===== src/rtl/core_seq_ctrl_pkg.sv =====
// Shared instruction-bus layout and state encodings for the tiled-convolution sequencer.
// core and corelet decode inst with the same bit positions.
package core_seq_ctrl_pkg;

  localparam int unsigned InstW     = 36;
  localparam int unsigned InstAddrW = 11;

  localparam int unsigned InstLoadBit     = 0;
  localparam int unsigned InstExecBit     = 1;
  localparam int unsigned InstL0WrBit     = 2;
  localparam int unsigned InstL0RdBit     = 3;
  localparam int unsigned InstIfifoWrBit  = 4;
  localparam int unsigned InstIfifoRdBit  = 5;
  localparam int unsigned InstOfifoRdBit  = 6;
  localparam int unsigned InstModeBit     = 7;
  localparam int unsigned InstAXmemLsb    = 8;
  localparam int unsigned InstAXmemMsb    = 18;
  localparam int unsigned InstWenXmemBit  = 19;
  localparam int unsigned InstCenXmemBit  = 20;
  localparam int unsigned InstAPmemLsb    = 21;
  localparam int unsigned InstAPmemMsb    = 31;
  localparam int unsigned InstWenPmemBit  = 32;
  localparam int unsigned InstCenPmemBit  = 33;
  localparam int unsigned InstAccBit      = 34;

  typedef struct packed {
    logic                 reserved;
    logic                 acc;
    logic                 cen_pmem;
    logic                 wen_pmem;
    logic [InstAddrW-1:0] a_pmem;
    logic                 cen_xmem;
    logic                 wen_xmem;
    logic [InstAddrW-1:0] a_xmem;
    logic                 mode;
    logic                 ofifo_rd;
    logic                 ififo_rd;
    logic                 ififo_wr;
    logic                 l0_rd;
    logic                 l0_wr;
    logic                 execute;
    logic                 load;
  } core_inst_t;

  // Both memories deselected and write-disabled; everything else low.
  localparam logic [InstW-1:0] InstIdle = 36'h3_0018_0000;

  typedef enum logic [2:0] {
    StIdle,
    StWRd,
    StWLd,
    StXRd,
    StExec,
    StDrain,
    StDone
  } seq_state_e;

  typedef enum logic {
    DrRd,
    DrWr
  } drain_state_e;

endpackage


===== src/rtl/psum_drain_ctrl.sv =====
// OFIFO-to-pmem drain: read/write handshake with ofifo_valid, pmem address counter and
// acc generation. Pulses drain_done on the write of the last psum word.
module psum_drain_ctrl
  import core_seq_ctrl_pkg::*;
#(
  parameter int unsigned addr_width = 11
) (
  input  logic                  clk,
  input  logic                  reset,
  input  logic                  en,
  input  logic                  ofifo_valid,
  input  logic                  acc_en,
  input  logic [addr_width-1:0] nij,
  input  logic [addr_width-1:0] p_base,
  output logic                  ofifo_rd,
  output logic                  pmem_cen,
  output logic                  pmem_wen,
  output logic                  acc,
  output logic [addr_width-1:0] pmem_addr,
  output logic                  drain_done
);

  drain_state_e          st_q, st_d;
  logic [addr_width-1:0] n_q, n_d;

  always_ff @(posedge clk or negedge reset) begin
    if (!reset) begin
      st_q <= DrRd;
      n_q  <= '0;
    end else begin
      st_q <= st_d;
      n_q  <= n_d;
    end
  end

  always_comb begin
    st_d       = st_q;
    n_d        = n_q;
    ofifo_rd   = 1'b0;
    pmem_cen   = 1'b1;
    pmem_wen   = 1'b1;
    acc        = 1'b0;
    pmem_addr  = '0;
    drain_done = 1'b0;
    if (!en) begin
      st_d = DrRd;
      n_d  = '0;
    end else begin
      unique case (st_q)
        // A stall simply holds here with the bus idle and n unchanged.
        DrRd: begin
          if (ofifo_valid) begin
            ofifo_rd  = 1'b1;
            pmem_cen  = 1'b0;
            acc       = acc_en;
            pmem_addr = p_base + n_q;
            st_d      = DrWr;
          end
        end
        DrWr: begin
          pmem_cen  = 1'b0;
          pmem_wen  = 1'b0;
          acc       = acc_en;
          pmem_addr = p_base + n_q;
          st_d      = DrRd;
          if (n_q == nij - 1'b1) begin
            n_d        = '0;
            drain_done = 1'b1;
          end else begin
            n_d = n_q + 1'b1;
          end
        end
      endcase
    end
  end

endmodule


===== src/rtl/core_seq_ctrl.sv =====
// Sequencer driving core's 36-bit inst bus: per kernel position it loads weights, streams
// activations, executes and drains psums into pmem (accumulating after the first pass).
module core_seq_ctrl
  import core_seq_ctrl_pkg::*;
#(
  parameter int unsigned row        = 8,
  parameter int unsigned col        = 8,
  parameter int unsigned addr_width = 11,
  parameter int unsigned kij_w      = 4
) (
  input  logic                  clk,
  input  logic                  reset,
  input  logic                  start,
  input  logic [addr_width-1:0] cfg_nij,
  input  logic [kij_w-1:0]      cfg_kij,
  input  logic [addr_width-1:0] cfg_w_base,
  input  logic [addr_width-1:0] cfg_x_base,
  input  logic [addr_width-1:0] cfg_p_base,
  input  logic                  ofifo_valid,
  output logic [InstW-1:0]      inst,
  output logic                  busy,
  output logic                  done
);

  // One extra bit so the X_RD count can reach nij itself.
  localparam int unsigned CntW = addr_width + 1;

  seq_state_e            st_q, st_d;
  logic [CntW-1:0]       cnt_q, cnt_d;
  logic [kij_w-1:0]      k_q, k_d;
  logic [kij_w-1:0]      kij_q;
  logic [addr_width-1:0] nij_q, w_base_q, x_base_q, p_base_q;
  logic [addr_width-1:0] w_ofs;
  core_inst_t            inst_q, inst_d;

  logic                  dr_ofifo_rd, dr_cen, dr_wen, dr_acc, dr_done;
  logic [addr_width-1:0] dr_addr;

  assign w_ofs = addr_width'(32'(k_q) * row);

  always_ff @(posedge clk or negedge reset) begin
    if (!reset) begin
      st_q     <= StIdle;
      cnt_q    <= '0;
      k_q      <= '0;
      inst_q   <= InstIdle;
      kij_q    <= '0;
      nij_q    <= '0;
      w_base_q <= '0;
      x_base_q <= '0;
      p_base_q <= '0;
    end else begin
      st_q   <= st_d;
      cnt_q  <= cnt_d;
      k_q    <= k_d;
      inst_q <= inst_d;
      if (st_q == StIdle && start) begin
        kij_q    <= cfg_kij;
        nij_q    <= cfg_nij;
        w_base_q <= cfg_w_base;
        x_base_q <= cfg_x_base;
        p_base_q <= cfg_p_base;
      end
    end
  end

  always_comb begin
    st_d   = st_q;
    cnt_d  = cnt_q;
    k_d    = k_q;
    inst_d = InstIdle;
    unique case (st_q)
      StIdle: begin
        if (start) begin
          k_d   = '0;
          cnt_d = '0;
          st_d  = (cfg_nij == '0 || cfg_kij == '0) ? StDone : StWRd;
        end
      end
      // l0_wr trails each read by one cycle to cover the SRAM Q latency.
      StWRd: begin
        if (cnt_q < CntW'(row)) begin
          inst_d.cen_xmem = 1'b0;
          inst_d.a_xmem   = w_base_q + w_ofs + cnt_q[addr_width-1:0];
        end
        inst_d.l0_wr = (cnt_q != '0);
        if (cnt_q == CntW'(row)) begin
          cnt_d = '0;
          st_d  = StWLd;
        end else begin
          cnt_d = cnt_q + 1'b1;
        end
      end
      // First row cycles load weights, the next col cycles flush the array.
      StWLd: begin
        if (cnt_q < CntW'(row)) begin
          inst_d.l0_rd = 1'b1;
          inst_d.load  = 1'b1;
        end
        if (cnt_q == CntW'(row + col - 1)) begin
          cnt_d = '0;
          st_d  = StXRd;
        end else begin
          cnt_d = cnt_q + 1'b1;
        end
      end
      StXRd: begin
        if (cnt_q < CntW'(nij_q)) begin
          inst_d.cen_xmem = 1'b0;
          inst_d.a_xmem   = x_base_q + cnt_q[addr_width-1:0];
        end
        inst_d.l0_wr = (cnt_q != '0);
        if (cnt_q == CntW'(nij_q)) begin
          cnt_d = '0;
          st_d  = StExec;
        end else begin
          cnt_d = cnt_q + 1'b1;
        end
      end
      StExec: begin
        inst_d.l0_rd   = 1'b1;
        inst_d.execute = 1'b1;
        if (cnt_q == CntW'(nij_q) - 1'b1) begin
          cnt_d = '0;
          st_d  = StDrain;
        end else begin
          cnt_d = cnt_q + 1'b1;
        end
      end
      StDrain: begin
        inst_d.ofifo_rd = dr_ofifo_rd;
        inst_d.cen_pmem = dr_cen;
        inst_d.wen_pmem = dr_wen;
        inst_d.a_pmem   = dr_addr;
        inst_d.acc      = dr_acc;
        if (dr_done) begin
          k_d   = k_q + 1'b1;
          cnt_d = '0;
          st_d  = (k_q + 1'b1 == kij_q) ? StDone : StWRd;
        end
      end
      StDone: st_d = StIdle;
      default: st_d = StIdle;
    endcase
  end

  psum_drain_ctrl #(
    .addr_width(addr_width)
  ) u_drain (
    .clk        (clk),
    .reset      (reset),
    .en         (st_q == StDrain),
    .ofifo_valid(ofifo_valid),
    .acc_en     (k_q != '0),
    .nij        (nij_q),
    .p_base     (p_base_q),
    .ofifo_rd   (dr_ofifo_rd),
    .pmem_cen   (dr_cen),
    .pmem_wen   (dr_wen),
    .acc        (dr_acc),
    .pmem_addr  (dr_addr),
    .drain_done (dr_done)
  );

  assign inst = inst_q;
  assign busy = (st_q != StIdle) && (st_q != StDone);
  assign done = (st_q == StDone);

endmodule


===== config.mk =====
export PLATFORM = sky130hd
export DESIGN_NAME = core_seq_ctrl
export DESIGN_NICKNAME = d
export VERILOG_FILES = /design/src/rtl/core_seq_ctrl_pkg.sv /design/src/rtl/psum_drain_ctrl.sv /design/src/rtl/core_seq_ctrl.sv
export SDC_FILE = /design/constraint.sdc
export NUM_CORES = 1
export LEC_CHECK = 0
export BUFFER_PORTS_ARGS = -buffer_cell sky130_fd_sc_hd__buf_4
export CAP_MARGIN = 10
export CELL_PAD_IN_SITES_DETAIL_PLACEMENT = 1
export CELL_PAD_IN_SITES_GLOBAL_PLACEMENT = 1
export CORE_AREA = 4 4 135 137
export DETAILED_ROUTE_END_ITERATION = 8
export DIE_AREA = 0 0 139 141
export PLACE_DENSITY = 0.72
export SLEW_MARGIN = 10
export SYNTH_ARGS = -nofsm -noshare
export SYNTH_HDL_FRONTEND = slang
export SYNTH_SLANG_ARGS = --single-unit

===== constraint.sdc =====
create_clock -name clk -period 3 [get_ports clk]
set_input_delay 0.45 -clock clk [delete_from_list [all_inputs] [get_ports clk]]
set_output_delay 0.45 -clock clk [all_outputs]
set_load 0.1 [all_outputs]

==> metrics.md <==
| Metric | Value |
|---|---|
| Outcome | `complete, no violations` |
| Flop2flop setup slack | `0.16 ns` |
| FFs w/ async S/R, synth | `1.00` |
| Top cells by area, synth | `dfrtp_1 39%, ha_1 9.5%, mux2_2 5.8%` |
| DIE HEIGHT | `141 µm` |
| Total power draw | `0.00848 W` |
| Lkg Pwr | `3.90 nW` |
| PwrDens | `1040 mW/mm²` |
| Fillers | `1964` |
| Commonest cells in the netlist | `106 x dfrtp_1, 57 x o21ai_0, 52 x ha_1` |
| WHS | `0.0895 ns` |
| Worst skew pair latency | `0.36 ns` |
| Crit path launch type | `flip-flop` |
| Share of cells above drive strength 1 | `0.233` |
| Synth cell types | `70` |
| Worst path required time | `3.25 ns` |
| Number of synthesis warnings | `0` |
| R2R depth | `10` |
| Post-Place Setup Slack | `0.0356 ns` |
| I/O pins | `90` |
| Util after Layout | `0.480` |
| Final setup viols | `0` |
| DR vias/cell | `5.59` |
| FMAX | `0.352 GHz` |
| Vias in the first global route | `6206` |
| Crit. End Element | `flip-flop` |
| Crit-path slowest cell | `or4_4` |
| Worst slew pin tran | `0.826 ns` |
| Clock tree from TritonCTS | `yes` |
| Final wirelength | `19.5 mm` |
| Fin nets | `907` |
| Worst flop-to-flop path endpoint | `cnt_q[10]$_DFFE_PN0P_` |
| Vias | `5731` |
| Number of H-tree levels | `3` |
| Post-synth EDFFs | `0` |
| Detailed Route Iter0 Violations | `296` |
| Largest net degree at the start of global routing | `47` |
| Drt drc | `0` |
| Min Tclk post-route | `2.84 ns` |
| CTS sink cnt | `109` |
| Total track usage | `0.203` |
| Max cap viols | `0` |
| Post-synth top area cell | `dfrtp_1` |
| Top FF cell, synth | `dfrtp_1` |
| Antenna Nets Post-Route | `0` |
| P&R area growth vs syn | `19.5%` |
| Die area | `0.0196 mm²` |
| Max Buffers Root-to-Sink | `2` |
| Starting Density | `0.401` |
| Core Area | `0.0171 mm²` |
| Worst-path clk slew | `0.07 ns` |
| Hold Path Class | `in -> async` |
| Final setup margin | `0.160 ns` |
| Rows | `48` |
| DP HPWL | `15.0 mm` |
| Peak fanout along the critical path | `7` |
| WP data arrival | `3.09 ns` |
| Post-synth top area share | `0.387` |
| Maximum vdd drop | `588 µV` |
| Seq cells post-synth | `109` |
| CP Class | `reg -> reg` |
| Final Cycle Share | `0.947` |
| Worst r2r src | `nij_q[1]$_DFFE_PN0P_` |
| Post-synthesis instance area | `0.00685 mm²` |
| Clock skew | `0.00724 ns` |
| Unrepaired setup endpoints after global routing | `false` |
| Crit-path max cell delay | `0.49 ns` |
| Setup TNS | `0 ns` |
| Per-cell routed wire length | `19.0 µm` |
| Antenna violations before repair | `0` |
| Inserted Clock Buffers | `9` |
| Ant. Diodes | `0` |
| First-pass GRT wire length | `32.2 mm` |
| Root Buffer | `clkbuf_16` |
| Most frequent cell after synthesis | `dfrtp_1` |
| CP Cell Sequence | `inv_2, ha_1, or3b_4, or4_4, a221oi_2, nand3_1, nor4_4, nor2_4, a211o_1, a22o_1` |
| Slew HR | `0.447` |
| Routability cong. | `0.877` |
| Drt pass-1 iters | `4` |
| Syn_area_per_cell | `9.74 µm²` |
| Global route overflow | `0` |
| Port Buf Inserts | `84` |
| Mapped Cells | `703` |
| Sequential fraction of the synthesis area | `0.399` |
| Chip width | `139 µm` |
| Final Hold Viols | `0` |
| Max Slew Vio Count | `0` |
## per-layer routing
| layer | vias to the layer above | track usage | part of all wire |
|---|---|---|---|
| li1 | 2675 | - | - |
| met1 | 2924 | 0.254 | 0.42 |
| met4 | 0 | 0.0525 | 0.013 |
| met2 | 110 | 0.367 | 0.52 |
| met3 | 22 | 0.0326 | 0.041 |
| met5 | - | 0 | 0 |
## timing repair
item | CTS | global route
buffers inserted | 0 | 5
gates resized for setup | 0 | 8
setup endpoints to repair | 0 | 27
hold buffers | 0 | 0
## layout make-up
class | count | area [µm²] | share of cell area
clock inverter | 4 | 56.3 | 0.00688
clock buffer | 12 | 246 | 0.0301
inverter | 37 | 139 | 0.0170
sequential | 109 | 2730 | 0.334
multi-input combinational | 523 | 3850 | 0.470
timing repair buffer | 116 | 883 | 0.108
tap | 225 | 282 | 0.0344
## logic make-up (layout without fill, tap and decap cells)
| group | after synthesis | count (layout) | share of synthesized area |
|---|---|---|---|
| AND/OR/NAND/NOR | 198 | 198 | 0.151 |
| AO/OA/AOI/OAI | 168 | 168 | 0.153 |
| flip-flops | 109 | 109 | 0.399 |
| buffers and inverters | 74 | 169 | 0.0464 |
| adder cells (fa/ha/maj) | 59 | 59 | 0.115 |
| XOR/XNOR | 56 | 56 | 0.0736 |
| multiplexers | 37 | 37 | 0.0605 |
| other | 2 | 5 | 0.00110 |
## stage by stage
step	instance area, µm²	instances
floorplan	6860	706
CTS	8120	1021
global route	8190	1026
detailed placement	7820	1005
global placement	7820	1005
finish	8190	1026
## sequential cells by signal, summed over array words and instances (netlist names)
name	cells
kij_q	4
cnt_q	12
p_base_q	11
inst	31
nij_q	11
st_q	3
x_base_q	11
u_drain.n_q	11
k_q	4
w_base_q	11
## layout by cell type, fill, tap and decap left out, types with 14 or more instances in the layout
cell type  instances
buf_4            115
dfrtp_1          106
o21ai_0           56
ha_1              52
nor2_1            49
nand2_1           38
mux2_2            35
inv_1             33
a21oi_1           29
xnor2_1           28
xor2_1            27
a31oi_1           18
nand3_1           16
a21o_1            15
nor3_1            14
## worst max path at each step
stage	cells past startpoint	startpoint	endpoint	slack (ns)
floorplan	10	nij_q[0]$_DFFE_PN0P_	cnt_q[10]$_DFFE_PN0P_	0.14
finish	10	nij_q[1]$_DFFE_PN0P_	cnt_q[10]$_DFFE_PN0P_	0.16
CTS	11	k_q[0]$_DFFE_PN0P_	inst[18]$_DFF_PN0_	0.03
global route	10	nij_q[1]$_DFFE_PN0P_	cnt_q[10]$_DFFE_PN0P_	0.03
global placement	10	nij_q[1]$_DFFE_PN0P_	cnt_q[10]$_DFFE_PN0P_	0.14
detailed placement	11	k_q[0]$_DFFE_PN0P_	inst[18]$_DFF_PN0_	0.04
## where the power goes
| group | switching, W | internal, W | leakage [nW] |
|---|---|---|---|
| clock | 0.000564 | 0.000678 | 0.141 |
| combinational | 0.00281 | 0.00197 | 2.36 |
| sequential | 0.000518 | 0.00194 | 1.40 |
## critical path, delay by kind of cell (launching register included)
kind | cells | cell delay (ns)
simple gates | 5 | 1.41
compound gates | 3 | 0.70
flops | 1 | 0.40
fa+ha+maj | 1 | 0.15
buf+inv | 1 | 0.08
Power figures use the tool's default switching activity.
